===== src/rtl/stopwatch_time_counter_pkg.sv =====
// Shared types and helpers for the stopwatch time counter slice.
// Latency: none (declarations only).
// Backpressure: none (declarations only).
package stopwatch_pkg;

  // Control FSM encoding; the top maps these onto plain logic [1:0] constants.
  typedef enum logic [1:0] {
    IDLE      = 2'd0,
    RUNNING   = 2'd1,
    PAUSED    = 2'd2,
    SATURATED = 2'd3
  } state_e;

  // Largest value a BCD digit may hold; every digit compare is against this, never 15.
  localparam logic [3:0] BCD_MAX = 4'd9;

  // Board-clock cycles per count tick (callers guarantee the result is >= 2).
  function automatic int tick_divisor(input int board_hz, input int tick_hz);
    return board_hz / tick_hz;
  endfunction

endpackage


===== src/rtl/stopwatch_time_counter_if.sv =====
// Control pulses in and packed BCD time out for the stopwatch counter.
// Latency: none (wiring only).
// Backpressure: none; the controls are single-cycle pulses, the outputs are levels.
interface stopwatch_time_counter_if;

  logic        start_stop;
  logic        clear;
  logic        lap;
  logic [15:0] number;
  logic        running;
  logic        overflow;

  // Button/debounce side drives the pulses and reads the time.
  modport master (
    output start_stop, clear, lap,
    input  number, running, overflow
  );

  // Counter side.
  modport slave (
    input  start_stop, clear, lap,
    output number, running, overflow
  );

endinterface


===== src/rtl/stopwatch_time_counter_bcd.sv =====
// Single BCD decade (0..9) with clear, increment and ripple carry out.
// Latency: digit updates on the edge after inc; carry is combinational.
// Backpressure: none; inc is consumed every cycle it is high.
module bcd_decade_counter
  import stopwatch_pkg::*;
(
  input  logic       clk,
  input  logic       rst_n,
  input  logic       clr,
  input  logic       inc,
  output logic [3:0] digit,
  output logic       carry
);

  // Carry only when this decade is about to roll over from 9.
  assign carry = inc & (digit == BCD_MAX);

  // Digit register: clear wins, otherwise step 0..9 and wrap on carry.
  always_ff @(posedge clk or negedge rst_n) begin
    if (!rst_n) begin
      digit <= 4'd0;
    end else if (clr) begin
      digit <= 4'd0;
    end else if (inc) begin
      digit <= carry ? 4'd0 : digit + 4'd1;
    end
  end

endmodule


===== src/rtl/stopwatch_time_counter.sv =====
// Stopwatch timebase + 4-digit BCD accumulator (d3 d2 . d1 d0), optional lap hold via STOPWATCH_LAP_HOLD_EN.
// Latency: number changes on the edge after the prescaler tick; first increment DIV cycles after start.
// Backpressure: none; control pulses act on the cycle they are seen, clear beats start_stop.
module stopwatch_time_counter
  import stopwatch_pkg::*;
#(
  parameter int BOARD_CLOCK_FREQUENCY_IN_HZ = 100_000_000,
  parameter int TICK_RATE_IN_HZ             = 100,
  parameter int NUMBER_OF_DIGITS            = 4   // fixed at 4 for the dd.dd format
) (
  input  logic                    clk,
  input  logic                    rst_n,
  stopwatch_time_counter_if.slave bus
);

  localparam int DIV = tick_divisor(BOARD_CLOCK_FREQUENCY_IN_HZ, TICK_RATE_IN_HZ);
  localparam int PW  = (DIV > 1) ? $clog2(DIV) : 1;
  localparam logic [PW-1:0] PRE_MAX = PW'(DIV - 1);

  localparam logic [1:0] ST_IDLE      = IDLE;
  localparam logic [1:0] ST_RUNNING   = RUNNING;
  localparam logic [1:0] ST_PAUSED    = PAUSED;
  localparam logic [1:0] ST_SATURATED = SATURATED;

  logic [1:0]                    state;
  logic [1:0]                    state_nxt;
  logic [PW-1:0]                 prescaler;
  logic                          is_running;
  logic                          tick;
  logic                          all_nines;
  logic                          sat_hit;
  logic [3:0]                    digit [NUMBER_OF_DIGITS];
  logic [NUMBER_OF_DIGITS-1:0]   inc;
  logic [NUMBER_OF_DIGITS-1:0]   carry;
  logic [4*NUMBER_OF_DIGITS-1:0] live_number;
  logic                          top_carry_unused;

  assign is_running = (state == ST_RUNNING);
  assign tick       = is_running & (prescaler == PRE_MAX);

  // All decades at 9: the next tick would wrap, so it is swallowed and we saturate.
  always_comb begin
    all_nines = 1'b1;
    for (int i = 0; i < NUMBER_OF_DIGITS; i++) begin
      all_nines = all_nines & (digit[i] == BCD_MAX);
    end
  end

  assign sat_hit = tick & all_nines;

  // Decade chain: the tick feeds d0, each carry feeds the next decade in the same cycle.
  assign inc[0] = tick & ~sat_hit;

  for (genvar g = 0; g < NUMBER_OF_DIGITS; g++) begin : g_decade
    if (g > 0) begin : g_chain
      assign inc[g] = carry[g-1];
    end

    bcd_decade_counter u_decade (
      .clk   (clk),
      .rst_n (rst_n),
      .clr   (bus.clear),
      .inc   (inc[g]),
      .digit (digit[g]),
      .carry (carry[g])
    );

    assign live_number[4*g +: 4] = digit[g];
  end

  // The top carry can never fire because saturation gates the tick.
  assign top_carry_unused = carry[NUMBER_OF_DIGITS-1];

  // Prescaler: free-runs only in RUNNING; starting from IDLE or clearing restarts the partial tick.
  always_ff @(posedge clk or negedge rst_n) begin
    if (!rst_n) begin
      prescaler <= '0;
    end else if (bus.clear) begin
      prescaler <= '0;
    end else if ((state == ST_IDLE) && bus.start_stop) begin
      prescaler <= '0;
    end else if (is_running) begin
      prescaler <= (prescaler == PRE_MAX) ? '0 : prescaler + PW'(1);
    end
  end

  // Next-state logic; clear overrides everything, saturation beats a same-cycle pause.
  always_comb begin
    state_nxt = state;
    case (state)
      ST_IDLE: begin
        if (bus.start_stop) state_nxt = ST_RUNNING;
      end
      ST_RUNNING: begin
        if (sat_hit)             state_nxt = ST_SATURATED;
        else if (bus.start_stop) state_nxt = ST_PAUSED;
      end
      ST_PAUSED: begin
        if (bus.start_stop) state_nxt = ST_RUNNING;
      end
      ST_SATURATED: begin
        state_nxt = ST_SATURATED;
      end
      default: begin
        state_nxt = ST_IDLE;
      end
    endcase
    if (bus.clear) state_nxt = ST_IDLE;
  end

  // State register.
  always_ff @(posedge clk or negedge rst_n) begin
    if (!rst_n) begin
      state <= ST_IDLE;
    end else begin
      state <= state_nxt;
    end
  end

  assign bus.running  = is_running;
  assign bus.overflow = (state == ST_SATURATED);

`ifdef STOPWATCH_LAP_HOLD_EN
  logic        hold;
  logic [15:0] lap_reg;

  // Lap toggles a frozen snapshot while running; the live count keeps going underneath.
  always_ff @(posedge clk or negedge rst_n) begin
    if (!rst_n) begin
      hold    <= 1'b0;
      lap_reg <= 16'h0000;
    end else if (bus.clear) begin
      hold    <= 1'b0;
      lap_reg <= 16'h0000;
    end else if (is_running && bus.lap) begin
      if (hold) begin
        hold <= 1'b0;
      end else begin
        hold    <= 1'b1;
        lap_reg <= live_number;
      end
    end
  end

  assign bus.number = hold ? lap_reg : live_number;
`else
  logic lap_unused;

  assign lap_unused = bus.lap;
  assign bus.number = live_number;
`endif

endmodule


===== src/flat_wrapper.sv =====
// flat-port wrapper written by rule: the top's interface ports become plain ports
module stopwatch_time_counter_flat import stopwatch_pkg::*;
#(
  parameter int BOARD_CLOCK_FREQUENCY_IN_HZ = 100_000_000,
  parameter int TICK_RATE_IN_HZ             = 100,
  parameter int NUMBER_OF_DIGITS            = 4                                     
)
  (clk, rst_n, bus_start_stop, bus_clear, bus_lap, bus_number, bus_running, bus_overflow);
  stopwatch_time_counter_if bus_i ();
  input  logic clk;
  input  logic rst_n;
  input wire logic [$bits(bus_i.start_stop)-1:0] bus_start_stop;
  input wire logic [$bits(bus_i.clear)-1:0] bus_clear;
  input wire logic [$bits(bus_i.lap)-1:0] bus_lap;
  output wire logic [$bits(bus_i.number)-1:0] bus_number;
  output wire logic [$bits(bus_i.running)-1:0] bus_running;
  output wire logic [$bits(bus_i.overflow)-1:0] bus_overflow;
  assign bus_i.start_stop = bus_start_stop;
  assign bus_i.clear = bus_clear;
  assign bus_i.lap = bus_lap;
  assign bus_number = bus_i.number;
  assign bus_running = bus_i.running;
  assign bus_overflow = bus_i.overflow;
  stopwatch_time_counter #(.BOARD_CLOCK_FREQUENCY_IN_HZ(BOARD_CLOCK_FREQUENCY_IN_HZ), .TICK_RATE_IN_HZ(TICK_RATE_IN_HZ), .NUMBER_OF_DIGITS(NUMBER_OF_DIGITS)) u_core (.clk(clk), .rst_n(rst_n), .bus(bus_i));
endmodule

===== config.mk =====
export PLATFORM = sky130hd
export DESIGN_NAME = stopwatch_time_counter_flat
export DESIGN_NICKNAME = d
export VERILOG_FILES = /design/src/rtl/stopwatch_time_counter_pkg.sv /design/src/rtl/stopwatch_time_counter_if.sv /design/src/rtl/stopwatch_time_counter_bcd.sv /design/src/rtl/stopwatch_time_counter.sv /design/src/flat_wrapper.sv
export SDC_FILE = /design/constraint.sdc
export NUM_CORES = 1
export LEC_CHECK = 0
export BUFFER_PORTS_ARGS = -buffer_cell sky130_fd_sc_hd__buf_4
export CELL_PAD_IN_SITES_DETAIL_PLACEMENT = 0
export CELL_PAD_IN_SITES_GLOBAL_PLACEMENT = 1
export CORE_MARGIN = 10
export CORE_UTILIZATION = 40
export DETAILED_ROUTE_END_ITERATION = 10
export PLACE_DENSITY = 0.84
export SYNTH_ARGS = -nofsm -noshare
export SYNTH_HDL_FRONTEND = slang
export SYNTH_HIERARCHICAL = 1
export SYNTH_SLANG_ARGS = --single-unit

===== constraint.sdc =====
create_clock -name clk -period 3 [get_ports clk]
set_clock_uncertainty 0.15 [all_clocks]
set_input_delay 0.6 -clock clk [delete_from_list [all_inputs] [get_ports clk]]
set_output_delay 0.6 -clock clk [all_outputs]
set_load 0.01 [all_outputs]

# After elaboration in Yosys (flattened, before gate mapping)
# Cells that the tools add are included.
[totals] regBits=38 input_bits=5 output_inout_bits=18
[classes] n_reduce_logical=9 mux=21 eq_ne=10 n_bitwise=11 n_addsub=5
[op_table] cell="$mux 20" n=4
[op_table] cell="$mux 4" n=12
[op_table] cell="$add 20x1->20 const B" n=1
[op_table] cell="$eq 20x20->1 const B" n=1
[op_table] cell="$add 4x1->4 const B" n=4
[op_table] cell="$eq 4x4->1 const B" n=4
[op_table] cell="$and 1x1->1" n=10
[op_table] cell="$mux 2" n=4
[op_table] cell="$reduce_bool 2->1" n=4
[op_table] cell="$pmux 2 s3" n=1
[op_table] cell="$eq 2x2->1 const B" n=2
[op_table] cell="$ne 4x4->1 const B" n=1
[op_table] cell="$ne 3x1->1 const B" n=1
[op_table] cell="$reduce_bool 3->1" n=1
[op_table] cell="$eq 2x1->1 const B" n=1
[op_table] cell="$logic_not 2->1" n=1
[op_table] cell="$reduce_and 2->1" n=1
[op_table] cell="$reduce_or 2->1" n=1
[op_table] cell="$logic_and 1x1->1" n=1
[op_table] cell="$not 1->1" n=1

# Longest topological paths before layout
# Gate-level depths: netlist (run 1).
[logic_depth] ltp_word=14 depth_mapped=14

# Modules after synthesis
# The synthesis (run 1) kept the hierarchy.
[modules_own_cells] mod="stopwatch_time_counter" area_per_inst_um2=1350.0 cells_per_inst=142 seq_area_each_um2=550.5 instances=1
[modules_own_cells] mod="bcd_decade_counter" area_per_inst_um2=237.7 cells_per_inst=26 seq_area_each_um2=100.1 instances=4

# Worst setup path before layout (run 1)
# No wires, ideal clock.
[synth_timing] path_kind="reg-to-reg" startpoint="register u_core.prescaler[0]" endpoint="register u_core.g_decade[3].u_decade.digit[2]" synth_period_minus_slack_ns=2.981 path_slack_ns=0.019 stages_incl_launch_ff=15 arrival_time_ns=2.758 n_path_buf=0 path_cell_list="dfrtp_1 > ha_1 > nor4bb_1 > and3_1 > nand3_1 > nor2_1 > inv_1 > nor2_1 > inv_1 > nor2_1 > inv_1 > nor2_1 > nand2_1 > a211o_1 > a21oi_2"
[synth_via] elab_chain_cells=12
[synth_rtl] element="start, declared" line_no="stopwatch_time_counter.sv:27" source="logic [PW-1:0] prescaler;"
[synth_rtl] element="start signal, assigned" line_no="stopwatch_time_counter.sv:83" source="prescaler <= (prescaler == PRE_MAX) ? '0 : prescaler + PW'(1);"
[synth_rtl] element="$eq 20x20->1 *" line_no="stopwatch_time_counter.sv:39" source="assign tick = is_running & (prescaler == PRE_MAX);"
[synth_rtl] element="$and 1x1->1 *" line_no="stopwatch_time_counter.sv:39"
[synth_rtl] element="$and 1x1->1" line_no="stopwatch_time_counter.sv:49" source="assign sat_hit = tick & all_nines;"
[synth_rtl] element="$not 1->1" line_no="stopwatch_time_counter.sv:52" source="assign inc[0] = tick & ~sat_hit;"
[synth_rtl] element="$and 1x1->1 *" line_no="stopwatch_time_counter.sv:52"
[synth_rtl] element="net u_core.inc[0]" line_no="stopwatch_time_counter.sv:33" source="logic [NUMBER_OF_DIGITS-1:0] inc;"
[synth_rtl] element="$and 1x1->1 *" line_no="stopwatch_time_counter_bcd.sv:16" source="assign carry = inc & (digit == BCD_MAX);"
[synth_rtl] element="net u_core.carry[0]" line_no="stopwatch_time_counter.sv:34" source="logic [NUMBER_OF_DIGITS-1:0] carry;"
[synth_rtl] element="$and 1x1->1 *" line_no="stopwatch_time_counter_bcd.sv:16"
[synth_rtl] element="net u_core.carry[1]" line_no="stopwatch_time_counter.sv:34"
[synth_rtl] element="$and 1x1->1 *" line_no="stopwatch_time_counter_bcd.sv:16"
[synth_rtl] element="net u_core.carry[2]" line_no="stopwatch_time_counter.sv:34"
[synth_rtl] element="$and 1x1->1" line_no="stopwatch_time_counter_bcd.sv:16"
[synth_rtl] element="$mux 4" line_no="stopwatch_time_counter_bcd.sv:25" source="digit <= carry ? 4'd0 : digit + 4'd1;"
[synth_rtl] element="$mux 4" line_no="stopwatch_time_counter_bcd.sv:24" source="end else if (inc) begin"
[synth_rtl] element="$mux 4" line_no="stopwatch_time_counter_bcd.sv:22" source="end else if (clr) begin"
[synth_rtl] element="end signal, assigned" line_no="stopwatch_time_counter_bcd.sv:25"
[synth_rtl] element="end, declared" line_no="stopwatch_time_counter_bcd.sv:11" source="output logic [3:0] digit,"
# Mark *: on every way through the listed nets, which the timed path passes. The rest lies on a longest branch. The select of a mux whose other input is x is not followed.
# A chain may end at the register's enable or synchronous reset.

# Worst setup path after layout (run 1)
[layout_timing] startpoint="register u_core.prescaler[8]" endpoint="register u_core.g_decade[3].u_decade.digit[2]"
# The elaborated chain is that of the path after synthesis.

==> reports/results.tsv, run 1 <==
stage	metric	value	unit
pwr	leakage power figure	1.10	nW
clock_tree	insertion delay of the later-clocked pin in the worst-skew pair	0.30	ns
sta	Worst Tran Pin Value	0.651	ns
clock_tree	TritonCTS clock tree	done	
clock_tree	CTS Hold Bufs	0	
clock_tree	clock buffers created by TritonCTS	5	
logic_synthesis	Avg Inst Size Synth	9.38	µm²
setup_path	flop-to-flop setup slack	0.27	ns
grt	wire length of the first global-routing pass	9270	µm
clock_tree	setup repair bufs after CTS	0	
logic_synthesis	count of mapped cells out of synthesis	245	
layout	most common cell after layout, fill and taps aside	sky130_fd_sc_hd__dfrtp_1	
clock_tree	level count of the clock H-tree	2	
setup_path	launch point of the worst reg-to-reg path	u_core/prescaler[8]	
sta	Hold Fails Final Rpt	0	
setup_path	endpoint required time on the critical path	3.08	ns
floorplan	die height	95.8	µm
layout	flip-flop and latch area	951	µm²
placed_design	# port buffers	21	
layout	commonest non-fill, non-tap cells in the layout	38 x sky130_fd_sc_hd__dfrtp_1, 28 x sky130_fd_sc_hd__buf_4, 26 x sky130_fd_sc_hd__nand2_1, 20 x sky130_fd_sc_hd__a21oi_1, 16 x sky130_fd_sc_hd__nor2_1	
layout	area added between synthesis and finish	17.3	%
floorplan	number of placement rows	27	
layout	area of the multi-input gates	0.00129	mm²
grt	antenna violations before repair	0	
drt	final wirelength	5360	µm
drt	remaining number of nets flagged by the antenna check after routing	0	
setup_path	category of the critical setup timing path	flop to flop	
floorplan	effective utilization at floorplan	41.5	%
pwr	Switching Fraction	22.9	%
floorplan	core area	0.00554	mm²
logic_synthesis	Post-Syn Nets	259	
pwr	power spent charging and discharging nets	0.236	mW
clock_tree	clock transition at the registers of the reported paths	0.08	ns
floorplan	ports placed on the boundary	23	
clock_tree	Longest Clk Path Bufs	2	
setup_path	count of cells along the worst register-to-register path	13	
drt	remaining design rule violation count	0	
clock_tree	# clock sinks	38	
placed_design	half-perimeter wire length after placement	3560	µm
clock_tree	CTS Root Cell	sky130_fd_sc_hd__clkbuf_8	
layout	share of post-route cells with drive strength above 1	19.1	%
setup_path	Worst setup startpoint	u_core/prescaler[8]	
pwr	total power density per cell area	382	mW/mm²
pwr	combinational share of power	5.2	%
sta	worst slew margin relative to its limit	56.1	%
outcome	run status	complete, no violations	
pwr	Max rail drop VDD	275	µV
setup_path	worst reg2reg endpoint	u_core/g_decade[3].u_decade/digit[2]	
pwr	total power draw	1.03	mW
layout	number of fill cells	564	
drt	number of design-rule violations left by the first detailed-router iteration	107	
sta	post-route fraction of the period consumed by the critical path	91.2	%
drt	count of TritonRoute iterations in the first routing pass	4	
sta	min cycle time layout	2.73	ns
setup_path	CP Launch Type	flop	
drt	Via-to-Cell Ratio	5.72	
drt	total vias in the final route	1969	
layout	diodes inserted	0	
sta	number of setup violations in the final report	0	
clock_tree	number of resized instances in the post-cts repair step	0	
grt	Total Routing Usage GR	12.5	%
pwr	fraction of power consumed by the clock network	44.4	%
pwr	portion of total power attributed to sequential cells	50.4	%
drt	Avg WL per Cell	15.6	µm
setup_path	Worst Setup End Kind	flop	
placed_design	final RePlAce weighted congestion	0.792	
sta	fmax	0.366	GHz
floorplan	width of the die	95.8	µm
logic_synthesis	synthesized area	0.00230	mm²
grt	total overflow reported by the global router	0	
floorplan	total die area	0.00917	mm²
layout	utilization of the core after routing	48.6	%
sta	final sum of negative setup slack	0	ns
sta	Pins Over Slew Limit	0	
setup_path	critical path arrival	2.82	ns
run	Max Cap Violations	0	
setup_path	highest net fanout along the worst path	5	
grt	vias in the first global route	1871	
logic_synthesis	number of warnings issued by yosys	6	
min_path	HP Class	input pin to async pin	
layout	number of nets in the layout	286	
grt	maximum number of pins on one net before global-route repair	39	
pwr	Internal Dissipation	0.795	mW
sta	RSZ-0062 raised after global routing	false	
==> layout make-up <==
type / instances / area share, %
Multi-Input combinational cell: 188 / 47.9
Sequential cell: 38 / 35.3
Timing Repair Buffer: 28 / 7.80
Tap cell: 72 / 3.34
Clock buffer: 6 / 3.06
Inverter: 11 / 1.53
Clock inverter: 1 / 1.11
==> per-stage QoR <==
stage | setup slack (ns) | hold slack [ns] | cell area, µm² | instances
6_report | 0.265 | 0.111 | 2700 | 344
5_1_grt | 0.0282 | 0.147 | 2700 | 344
4_1_cts | 0.184 | 0.131 | 2670 | 344
3_5_place_dp | 0.206 | 0.360 | 2550 | 337
3_3_place_gp | 0.262 | 0.355 | 2550 | 337
2_1_floorplan | 0.0186 | 0.154 | 2300 | 245
==> worst max path at each step <==
stage | end | slack [ns] | cells past startpoint
final | u_core/g_decade[3].u_decade/digit[2] | 0.27 | 13
after global routing | u_core/g_decade[3].u_decade/digit[2] | 0.03 | 14
after CTS | u_core/g_decade[3].u_decade/digit[2] | 0.18 | 14
after detailed placement | u_core/g_decade[3].u_decade/digit[2] | 0.21 | 14
after global placement | u_core/g_decade[3].u_decade/digit[2] | 0.26 | 13
after floorplan | u_core/g_decade[3].u_decade/digit[2] | 0.02 | 14
==> power groups by stage <==
stage / combinational [mW] / clock, mW / sequential, mW
floorplan: 0.0260 / 0 / 0.528
global placement: 0.0534 / 0 / 0.529
detailed placement: 0.0541 / 0 / 0.529
CTS: 0.0546 / 0.472 / 0.519
global route: 0.0615 / 0.493 / 0.520
finish: 0.0537 / 0.458 / 0.519
==> state kept, by name, summed over array words and instances (netlist names) <==
name / count
u_core/prescaler: 20
u_core/g_decade.u_decade/digit: 16
u_core/state: 2
==> metal layers <==
layer  wire, µm  global-route usage (%)
met2       2440                    19.0
met3        203                    3.35
met5          0                       0
met4         61                    3.69
met1       2650                    16.9
==> critical path: stages (launching register included) <==
cell	delay, ns
sky130_fd_sc_hd__dfrtp_1	0.43
sky130_fd_sc_hd__nor4_2	0.38
sky130_fd_sc_hd__and3_4	0.26
sky130_fd_sc_hd__nand3_1	0.08
sky130_fd_sc_hd__nor2_1	0.14
sky130_fd_sc_hd__inv_1	0.08
sky130_fd_sc_hd__nor2_1	0.14
sky130_fd_sc_hd__inv_1	0.09
sky130_fd_sc_hd__nor2_1	0.16
sky130_fd_sc_hd__inv_1	0.10
sky130_fd_sc_hd__nor2_2	0.17
sky130_fd_sc_hd__nand2_1	0.09
sky130_fd_sc_hd__a211o_1	0.28
sky130_fd_sc_hd__a21oi_2	0.11
Power figures use the tool's default switching activity.
==> inputs of run 2 (changes only) <==
CTS_BUF_LIST = sky130_fd_sc_hd__clkbuf_16   (was default)
==> run 2 against run 1 <==
Flip-flop and latch count unchanged. Via count shrank 2.6%. Cell count unchanged. Combinational power is essentially flat. Worst setup slack improved by 0.046 ns. Critical endpoint unchanged. Wire length rose by 0.75%. Worst hold slack improved by 0.028 ns. Non-clock buffer count unchanged. Critical path depth stayed put. Utilization up 0.84 points. Die area is the same.
==> reports/results.tsv, run 2 (synthesis results as in run 1) <==
stage	metric	value	unit	change
grt	total overflow reported by the global router	0		unchanged
clock_tree	clock transition at the registers of the reported paths	0.05	ns	-0.03 ns
grt	vias in the first global route	1909		+2.0%
clock_tree	number of resized instances in the post-cts repair step	0		unchanged
layout	number of flip-flops under the largest register name	20		unchanged
sta	Pins Over Slew Limit	0		unchanged
sta	worst slew margin relative to its limit	55.9	%	-0.21 points
drt	remaining design rule violation count	0		unchanged
clock_tree	CTS Root Cell	sky130_fd_sc_hd__clkbuf_16		
clock_tree	insertion delay of the later-clocked pin in the worst-skew pair	0.28	ns	-0.02 ns
floorplan	core area	0.00554	mm²	unchanged
clock_tree	TritonCTS clock tree	done		
pwr	Max rail drop VDD	303	µV	+10%
outcome	run status	complete, no violations		
drt	Avg WL per Cell	15.7	µm	+0.75%
min_path	HP Class	input pin to async pin		
sta	fmax	0.372	GHz	+1.7%
grt	Total Routing Usage GR	12.7	%	+0.28 points
drt	final wirelength	5400	µm	+0.75%
pwr	fraction of power consumed by the clock network	50.3	%	+5.9 points
layout	area added between synthesis and finish	19.3	%	
clock_tree	Longest Clk Path Bufs	2		unchanged
layout	diodes inserted	0		unchanged
pwr	leakage power figure	1.12	nW	+1.8%
pwr	portion of total power attributed to sequential cells	45.0	%	-5.4 points
layout	commonest non-fill, non-tap cells in the layout	38 x sky130_fd_sc_hd__dfrtp_1, 28 x sky130_fd_sc_hd__buf_4, 26 x sky130_fd_sc_hd__nand2_1, 20 x sky130_fd_sc_hd__a21oi_1, 16 x sky130_fd_sc_hd__nor2_1		
sta	worst-case hold slack	0.139	ns	+0.0284 ns
grt	wire length of the first global-routing pass	9330	µm	+0.59%
drt	Via-to-Cell Ratio	5.58		-2.6%
floorplan	ports placed on the boundary	23		unchanged
clock_tree	CTS Hold Bufs	0		unchanged
sta	Hold Fails Final Rpt	0		unchanged
setup_path	Worst Setup End Kind	flop		
floorplan	total die area	0.00917	mm²	unchanged
sta	post-route fraction of the period consumed by the critical path	89.6	%	-1.5 points
run	Max Cap Violations	0		unchanged
setup_path	category of the critical setup timing path	flop to flop		
floorplan	effective utilization at floorplan	41.5	%	unchanged
setup_path	master of the slowest instance on the critical path	sky130_fd_sc_hd__dfrtp_1		
drt	count of TritonRoute iterations in the first routing pass	4		unchanged
placed_design	final RePlAce weighted congestion	0.792		unchanged
pwr	Internal Dissipation	0.914	mW	+15%
layout	final cell area excluding filler cells	0.00274	mm²	+1.7%
setup_path	cell breakdown of the critical path	nor4bb_4, and3_4, nand3_1, nor2_1, inv_1, nor2_1, inv_1, nor2_1, inv_1, nor2_2, nand2_1, a211o_1, a21oi_2		
setup_path	endpoint required time on the critical path	3.06	ns	-0.02 ns
pwr	total power density per cell area	421	mW/mm²	+10%
sta	final sum of negative setup slack	0	ns	unchanged
floorplan	die height	95.8	µm	unchanged
pwr	power spent charging and discharging nets	0.240	mW	+1.9%
layout	number of nets in the layout	286		unchanged
layout	most common cell after layout, fill and taps aside	sky130_fd_sc_hd__dfrtp_1		
grt	maximum number of pins on one net before global-route repair	39		unchanged
setup_path	highest net fanout along the worst path	6		+1
pwr	Switching Fraction	20.8	%	-2.1 points
layout	share of post-route cells with drive strength above 1	18.8	%	-0.37 points
floorplan	number of placement rows	27		unchanged
pwr	combinational share of power	4.7	%	-0.5 points
sta	Worst Tran Pin Value	0.654	ns	+0.00306 ns
placed_design	half-perimeter wire length after placement	3560	µm	unchanged
clock_tree	setup repair bufs after CTS	0		unchanged
clock_tree	clock buffers created by TritonCTS	5		unchanged
placed_design	# port buffers	21		unchanged
drt	number of design-rule violations left by the first detailed-router iteration	92		-14%
grt	antenna violations before repair	0		unchanged
setup_path	critical path arrival	2.75	ns	-0.07 ns
sta	min cycle time layout	2.69	ns	-0.0458 ns
layout	register with the most flip-flops	u_core/prescaler		
setup_path	CP Launch Type	flop		
floorplan	width of the die	95.8	µm	unchanged
layout	largest registers in the final layout	u_core/prescaler: 20 flops, u_core/g_decade.u_decade/digit: 16 flops, u_core/state: 2 flops		
drt	remaining number of nets flagged by the antenna check after routing	0		unchanged
layout	utilization of the core after routing	49.5	%	+0.84 points
drt	total vias in the final route	1918		-2.6%
setup_path	maximum cell stage delay along the critical path	0.46	ns	+0.03 ns
clock_tree	level count of the clock H-tree	2		unchanged
placed_design	instance area at placement	0.00255	mm²	unchanged
clock_tree	# clock sinks	38		unchanged
pwr	total power draw	1.15	mW	+12%
sta	RSZ-0062 raised after global routing	false		
sta	number of setup violations in the final report	0		unchanged
-- run 2: routing by layer --
metal / global-route usage (%) / share of wire, % / up-vias
met3: 3.81 / 3.4 / 7
met2: 19.2 / 46 / 23
li1: - / - / 953
met1: 16.8 / 48 / 935
met4: 4.91 / 1.8 / 0
met5: 0 / 0 / -
-- run 2: power by group through the flow --
stage,registers (mW),clock network [mW],logic (mW)
2_1_floorplan,0.528,0,0.0260
3_3_place_gp,0.529,0,0.0534
3_5_place_dp,0.529,0,0.0541
4_1_cts,0.520,0.593,0.0547
5_1_grt,0.520,0.624,0.0611
6_report,0.520,0.581,0.0538
-- run 2: cell type report --
cell class / count / area (µm²)
Multi-Input combinational cell: 188 / 1290
Clock inverter: 2 / 33.8
Inverter: 11 / 41.3
Tap cell: 72 / 90.1
Clock buffer: 5 / 125
Fill cell: 554 / 2800
Timing Repair Buffer: 28 / 210
Sequential cell: 38 / 951
-- run 2: worst paths after layout --
path	from	endpoint	slack, ns	cells past startpoint
worst max-delay path	u_core/prescaler[7]	u_core/g_decade[3].u_decade/digit[2]	0.31	13
worst min-delay path	rst_n	u_core/g_decade[0].u_decade/digit[3]	0.14	1
worst max register to register	u_core/prescaler[7]	u_core/g_decade[3].u_decade/digit[2]	0.31	13
worst min register to register	u_core/prescaler[1]	u_core/prescaler[1]	0.38	1
max in group asynchronous	rst_n	u_core/prescaler[2]	2.22	1
min in group clk	u_core/prescaler[1]	u_core/prescaler[1]	0.38	1
-- run 2: stage by stage --
step,worst slack [ns],cells
after global placement,0.262,337
after floorplan,0.0186,245
after global routing,0.0545,344
after CTS,0.182,344
final,0.311,344
after detailed placement,0.206,337
-- run 2: critical path, delay by kind of cell, from the launching register on --
family / cells / cell delay [ns]
AND/OR/NAND/NOR: 8 / 1.35
flip-flops: 1 / 0.46
AO/OA/AOI/OAI: 2 / 0.39
buffers and inverters: 3 / 0.27
